<file path="src/rtl/draw_engine_pkg.sv">
// rtl/draw_engine_pkg.sv - shared dimensions, widths and state encodings for the draw engine
package draw_engine_pkg;
    localparam int SCREEN_W = 160;
    localparam int SCREEN_H = 120;
    localparam int SPRITE_W = 16;
    localparam int SPRITE_H = 16;
    localparam int COLOUR_W = 3;

    localparam int X_W    = 8;
    localparam int Y_W    = 7;
    localparam int MAP_AW = 15;
    localparam int SPR_XW = 4;
    localparam int SPR_YW = 4;
    localparam int SPR_AW = 8;

    localparam logic [COLOUR_W-1:0] TRANSPARENT = 3'b101;

    typedef enum logic [3:0] {
        S_IDLE       = 4'd0,
        S_MAP        = 4'd1,
        S_MAP_FLUSH  = 4'd2,
        S_MAP_DONE   = 4'd3,
        S_LINK       = 4'd4,
        S_LINK_FLUSH = 4'd5,
        S_LINK_DONE  = 4'd6,
        S_WAIT       = 4'd7
    } state_e;
endpackage

</file>
<file path="src/rtl/draw_scan_counter.sv">
// rtl/draw_scan_counter.sv - row-major x/y scan with a running linear address and last-pixel flag
module draw_scan_counter #(
    parameter int W  = 160,
    parameter int H  = 120,
    parameter int XW = 8,
    parameter int YW = 7,
    parameter int AW = 15
) (
    input  logic          clk_i,
    input  logic          rst_i,
    input  logic          en_i,
    output logic [XW-1:0] x_o,
    output logic [YW-1:0] y_o,
    output logic [AW-1:0] addr_o,
    output logic          last_o
);
    logic [XW-1:0] x_q;
    logic [YW-1:0] y_q;
    logic [AW-1:0] addr_q;
    logic          x_end;

    assign x_end  = (x_q == XW'(W - 1));
    assign last_o = x_end && (y_q == YW'(H - 1));
    assign x_o    = x_q;
    assign y_o    = y_q;
    assign addr_o = addr_q;

    // Wrapping to zero on the last pixel leaves the counter ready for the next scan.
    always_ff @(posedge clk_i or posedge rst_i) begin
        if (rst_i) begin
            x_q    <= '0;
            y_q    <= '0;
            addr_q <= '0;
        end else if (en_i) begin
            if (last_o) begin
                x_q    <= '0;
                y_q    <= '0;
                addr_q <= '0;
            end else begin
                addr_q <= addr_q + AW'(1);
                if (x_end) begin
                    x_q <= '0;
                    y_q <= y_q + YW'(1);
                end else begin
                    x_q <= x_q + XW'(1);
                end
            end
        end
    end
endmodule

</file>
<file path="src/rtl/draw_engine.sv">
// rtl/draw_engine.sv - background and Link sprite renderer driving the VGA adapter plot port
module draw_engine
    import draw_engine_pkg::*;
(
    input  logic                clock,
    input  logic                reset,
    input  logic                draw_map,
    input  logic                draw_link,
    input  logic [X_W-1:0]      link_x,
    input  logic [Y_W-1:0]      link_y,
    output logic [MAP_AW-1:0]   map_rom_addr,
    input  logic [COLOUR_W-1:0] map_rom_data,
    output logic [SPR_AW-1:0]   link_rom_addr,
    input  logic [COLOUR_W-1:0] link_rom_data,
    output logic [X_W-1:0]      vga_x,
    output logic [Y_W-1:0]      vga_y,
    output logic [COLOUR_W-1:0] vga_colour,
    output logic                vga_plot,
    output logic                draw_map_done,
    output logic                draw_link_done,
    output logic                busy
);
    state_e state_q, state_d;
    logic   flush_q;

    logic [X_W-1:0]    map_x;
    logic [Y_W-1:0]    map_y;
    logic              map_last, map_en;
    logic [SPR_XW-1:0] spr_x;
    logic [SPR_YW-1:0] spr_y;
    logic              spr_last, spr_en;

    logic [X_W-1:0] link_x_q;
    logic [Y_W-1:0] link_y_q;
    logic           link_start;

    logic           s1_valid_q, s1_sprite_q;
    logic [X_W:0]   s1_x_q, s1_x_d;
    logic [Y_W:0]   s1_y_q, s1_y_d;

    logic [COLOUR_W-1:0] pix_colour;
    logic                plot_d;
    logic                vga_plot_q;
    logic [X_W-1:0]      vga_x_q;
    logic [Y_W-1:0]      vga_y_q;
    logic [COLOUR_W-1:0] vga_colour_q;

    assign map_en     = (state_q == S_MAP);
    assign spr_en     = (state_q == S_LINK);
    assign link_start = (state_q == S_IDLE) && !draw_map && draw_link;

    draw_scan_counter #(.W(SCREEN_W), .H(SCREEN_H), .XW(X_W), .YW(Y_W), .AW(MAP_AW)) u_map_scan (
        .clk_i(clock), .rst_i(reset), .en_i(map_en),
        .x_o(map_x), .y_o(map_y), .addr_o(map_rom_addr), .last_o(map_last)
    );

    draw_scan_counter #(.W(SPRITE_W), .H(SPRITE_H), .XW(SPR_XW), .YW(SPR_YW), .AW(SPR_AW)) u_spr_scan (
        .clk_i(clock), .rst_i(reset), .en_i(spr_en),
        .x_o(spr_x), .y_o(spr_y), .addr_o(link_rom_addr), .last_o(spr_last)
    );

    always_comb begin
        state_d = state_q;
        case (state_q)
            S_IDLE: begin
                if (draw_map)       state_d = S_MAP;
                else if (draw_link) state_d = S_LINK;
            end
            S_MAP:        if (map_last) state_d = S_MAP_FLUSH;
            S_MAP_FLUSH:  if (flush_q)  state_d = S_MAP_DONE;
            S_MAP_DONE:   state_d = S_WAIT;
            S_LINK:       if (spr_last) state_d = S_LINK_FLUSH;
            S_LINK_FLUSH: if (flush_q)  state_d = S_LINK_DONE;
            S_LINK_DONE:  state_d = S_WAIT;
            S_WAIT:       if (!draw_map && !draw_link) state_d = S_IDLE;
            default:      state_d = S_IDLE;
        endcase
    end

    // Coordinates travel one stage behind the address so they meet the ROM data.
    always_comb begin
        s1_x_d = {1'b0, map_x};
        s1_y_d = {1'b0, map_y};
        if (spr_en) begin
            s1_x_d = {1'b0, link_x_q} + {{(X_W + 1 - SPR_XW){1'b0}}, spr_x};
            s1_y_d = {1'b0, link_y_q} + {{(Y_W + 1 - SPR_YW){1'b0}}, spr_y};
        end
    end

    assign pix_colour = s1_sprite_q ? link_rom_data : map_rom_data;
    assign plot_d     = s1_valid_q && (!s1_sprite_q ||
                        ((pix_colour != TRANSPARENT) &&
                         (s1_x_q < (X_W + 1)'(SCREEN_W)) &&
                         (s1_y_q < (Y_W + 1)'(SCREEN_H))));

    always_ff @(posedge clock or posedge reset) begin
        if (reset) begin
            state_q      <= S_IDLE;
            flush_q      <= 1'b0;
            link_x_q     <= '0;
            link_y_q     <= '0;
            s1_valid_q   <= 1'b0;
            s1_sprite_q  <= 1'b0;
            s1_x_q       <= '0;
            s1_y_q       <= '0;
            vga_plot_q   <= 1'b0;
            vga_x_q      <= '0;
            vga_y_q      <= '0;
            vga_colour_q <= '0;
        end else begin
            state_q     <= state_d;
            flush_q     <= (state_q == S_MAP_FLUSH) || (state_q == S_LINK_FLUSH);
            if (link_start) begin
                link_x_q <= link_x;
                link_y_q <= link_y;
            end
            s1_valid_q  <= map_en || spr_en;
            s1_sprite_q <= spr_en;
            s1_x_q      <= s1_x_d;
            s1_y_q      <= s1_y_d;
            vga_plot_q  <= plot_d;
            if (plot_d) begin
                vga_x_q      <= s1_x_q[X_W-1:0];
                vga_y_q      <= s1_y_q[Y_W-1:0];
                vga_colour_q <= pix_colour;
            end
        end
    end

    assign vga_plot       = vga_plot_q;
    assign vga_x          = vga_x_q;
    assign vga_y          = vga_y_q;
    assign vga_colour     = vga_colour_q;
    assign draw_map_done  = (state_q == S_MAP_DONE);
    assign draw_link_done = (state_q == S_LINK_DONE);
    assign busy           = (state_q != S_IDLE);
endmodule

</file>
<file path="config.mk">
export PLATFORM = sky130hd
export DESIGN_NAME = draw_engine
export DESIGN_NICKNAME = d
export VERILOG_FILES = /design/src/rtl/draw_engine_pkg.sv /design/src/rtl/draw_scan_counter.sv /design/src/rtl/draw_engine.sv
export SDC_FILE = /design/constraint.sdc
export NUM_CORES = 1
export LEC_CHECK = 0
export BUFFER_PORTS_ARGS = -buffer_cell sky130_fd_sc_hd__buf_2
export CORE_MARGIN = 4
export CORE_UTILIZATION = 25
export CTS_CLUSTER_SIZE = 24
export DETAILED_ROUTE_END_ITERATION = 7
export GPL_ROUTABILITY_DRIVEN = 0
export GPL_TIMING_DRIVEN = 1
export PLACE_DENSITY = 0.49
export RECOVER_POWER = 100
export SKIP_LAST_GASP = 1
export SYNTH_ARGS = -nofsm -noshare
export SYNTH_HDL_FRONTEND = slang
export SYNTH_SLANG_ARGS = --single-unit
</file>
<file path="constraint.sdc">
create_clock -name clock -period 4 [get_ports clock]
set_input_delay 0.4 -clock clock [delete_from_list [all_inputs] [get_ports clock]]
set_output_delay 0.4 -clock clock [all_outputs]
set_load 0.05 [all_outputs]
</file>
==> run metrics <==
outcome finished with violations; failing checks max-capacitance violations, max-slew violations; CP arrival roughly 3.2 ns; GR Util All Layers 11.2%; clock sinks 103; Synth Instances about 470; die area 22200 um^2; crit end category register; WHS between 0.2 and 0.3 ns; port bufs between 60 and 70; Post-Syn Area per Cell about 11 um^2; initial DRC count approximately 150; non-filler cells, final between 800 and 900; MaxCap Viol Count 1; Critical Path Start Type register; switching share of power between 30% and 40%; CP Class register to register; Synth Register Bits ~100; drt via density ~4.6; num ports 70; Fin Clk Skew roughly 0.011 ns; power density cells 600 nW/um^2; Post-Route WL 11.9 mm; antenna violations before repair 0; final hold vios 0; vias in the first global route roughly 3900; worst reg2reg startpoint state_q[0]; fin nets between 500 and 600; via count around 3700; Setup-failing EPs final 0; Clock transition at path regs around 0.070 ns; Max VDD drop between 0.3 and 0.4 mV; Clock Power Share around a quarter; share of layout cells above drive strength 1 between 10% and 20%; Leak 2.58 nW; overall power 0.00349 W; Netlist cell types 53; Layout area overhead 17.2%; number of remaining DRC errors 0; Skew-Pair Late Insertion Delay roughly 0.36 ns; sequential area share after synthesis 51.9%; RSZ-0062 raised after global routing no; die width about 150 um; min-delay worst type input pin to async pin; clk buf depth 2; Int Power approximately 0.0021 W; setup repair bufs after CTS 0; Syn Nets a little over 500; Core Area slightly below 20000 um^2; minimum clock period around 3 ns; Reg power frac 43.5%; Ys Warns 0; worst r2r path cells 5; TNS Setup 0 ns; Pre-antenna DRT Iters 4; pin count of the biggest net entering global routing ~80; hold buffer count at cts 0; root buffer cell clkbuf_16; Cell Rows between 50 and 60; post-CTS resize count 0; fmax 333 MHz; Die H ~150 um; Post-Place Cells 788; Worst EP required between 4 and 5 ns; Mapped Area around 5000 um^2; Slew headroom -37.4%; most common cell after layout, fill and taps aside dfrtp_1; # H-tree levels 3; Detail Placement HPWL around 8.6 mm; max-slew violations 23; fraction of registers with async set or reset after synthesis 100%; Slew @ Worst Pin 2.03 ns; dominant synthesized flop cell dfrtp_1; Congestion Overflow GR 0; n_diodes 0; crit-path max FO 31; Post-synth EDFFs 0; Num CTS Buffers 9; ANT nets after route 0; per-cell routed wire length roughly 15 um; Final Cycle Share between 70% and 80%; Util after Layout 29.9%; most frequent cells in the layout dfrtp_1 (103), nand2_1 (57), clkbuf_1 (49); CTS tree yes; first-pass GRT wire length about 20 mm; Comb pwr share 30.3%; sw power ~0.0014 W; r2r setup slk 0.99 ns; Starting Density between 20% and 30%; Critical R2R Capture s1_x_q[3]
logic make-up (layout without fill, tap and decap cells):
family / after synthesis / count (layout) / share of synthesized area [%]
xor+xnor: 27 / 27 / 4.77
fa+ha+maj: 16 / 16 / 4.34
simple gates: 171 / 171 / 17.6
compound gates: 81 / 81 / 10.5
mux: 36 / 36 / 8.04
buf+inv: 33 / 104 / 2.77
flops: 103 / 103 / 51.9
sequential cells by signal (all words and copies together) (netlist names), 8 cells and up:
name	flops
s1_x_q	9
s1_y_q	8
u_map_scan.addr_o	15
link_x_q	8
u_map_scan.x_o	8
vga_x	8
u_spr_scan.addr_o	8
area by class of cell:
| type | instances | area, um^2 |
|---|---|---|
| fillers | 2051 | 13600 |
| flip-flops and latches | 103 | 2580 |
| multi-input cells | 331 | 2240 |
| well taps | 265 | 332 |
| repair buffers | 72 | 299 |
| clock buffers | 10 | 239 |
| inverters | 17 | 66.3 |
| clock inverters | 5 | 65.1 |
Yosys cell counts, types with 2 or more instances:
| cell | count | area (um^2) |
|---|---|---|
| dfrtp_1 | 103 | 2580 |
| nand2_1 | 57 | 214 |
| mux2_2 | 31 | 349 |
| o21ai_0 | 31 | 155 |
| nor2_1 | 24 | 90.1 |
| nand3_1 | 20 | 100 |
| xnor2_1 | 18 | 158 |
| inv_1 | 17 | 63.8 |
| ha_1 | 14 | 175 |
| nand4_1 | 12 | 75.1 |
| a21oi_1 | 11 | 55.1 |
| nor2b_1 | 11 | 68.8 |
| nor3_1 | 11 | 55.1 |
| clkbuf_1 | 10 | 37.5 |
| xor2_1 | 9 | 78.8 |
| nor3b_1 | 6 | 45.0 |
| o31ai_1 | 6 | 45.0 |
| or3_1 | 6 | 37.5 |
| buf_2 | 5 | 25.0 |
| mux2i_1 | 5 | 50.1 |
| a211oi_1 | 4 | 30.0 |
| a21o_1 | 4 | 30.0 |
| and3_1 | 4 | 25.0 |
| and4_1 | 4 | 35.0 |
| nor4_1 | 4 | 25.0 |
| o21a_1 | 4 | 30.0 |
| nand3b_1 | 3 | 22.5 |
| o211ai_1 | 3 | 22.5 |
| a22o_1 | 2 | 17.5 |
| fa_1 | 2 | 40.0 |
| o211a_1 | 2 | 20.0 |
| o21bai_1 | 2 | 15.0 |
| or3b_2 | 2 | 17.5 |
per-layer routing:
metal,GRT usage [%],share of wire [%],routed length [um]
met5,0,0,0
met2,16.7,44,5280
met1,15.6,49,5820
met4,4.49,2.0,234
met3,2.80,4.5,539
through the flow:
stage          instance area, um^2  setup slack (ns)
6_report                      5810             0.993
5_1_grt                       5810             0.724
4_1_cts                       5900              1.58
3_5_place_dp                  5600              1.60
3_3_place_gp                  5600              1.70
2_1_floorplan                 4960             0.896
power by group through the flow:
stage | Combinational [W] | Sequential (W) | Clock, W
after floorplan | 0.000623 | 0.00170 | 0
after global placement | 0.00108 | 0.00152 | 0
after detailed placement | 0.00110 | 0.00153 | 0
after CTS | 0.00110 | 0.00151 | 0.000945
after global routing | 0.00117 | 0.00156 | 0.000983
final | 0.00106 | 0.00152 | 0.000914
worst max-delay path, cell delays in order (launching register included):
cell      delay (ns)
dfrtp_1         0.53
or3b_1          0.86
inv_1           0.19
clkbuf_1        0.79
o21ai_0         0.19
o21ai_0         0.33
how the worst max path moves through the flow:
| stage | from | end | slack, ns | cells past startpoint |
|---|---|---|---|---|
| 6_report | state_q[0] | s1_x_q[3] | 0.99 | 5 |
| 5_1_grt | state_q[0] | s1_x_q[3] | 0.72 | 5 |
| 4_1_cts | state_q[0] | u_map_scan.addr_o[5] | 1.58 | 5 |
| 3_5_place_dp | state_q[0] | u_map_scan.addr_o[5] | 1.60 | 5 |
| 3_3_place_gp | state_q[0] | u_map_scan.addr_o[10] | 1.70 | 5 |
| 2_1_floorplan | reset | flush_q | 0.90 | 1 |
Power figures use the tool's default switching activity.
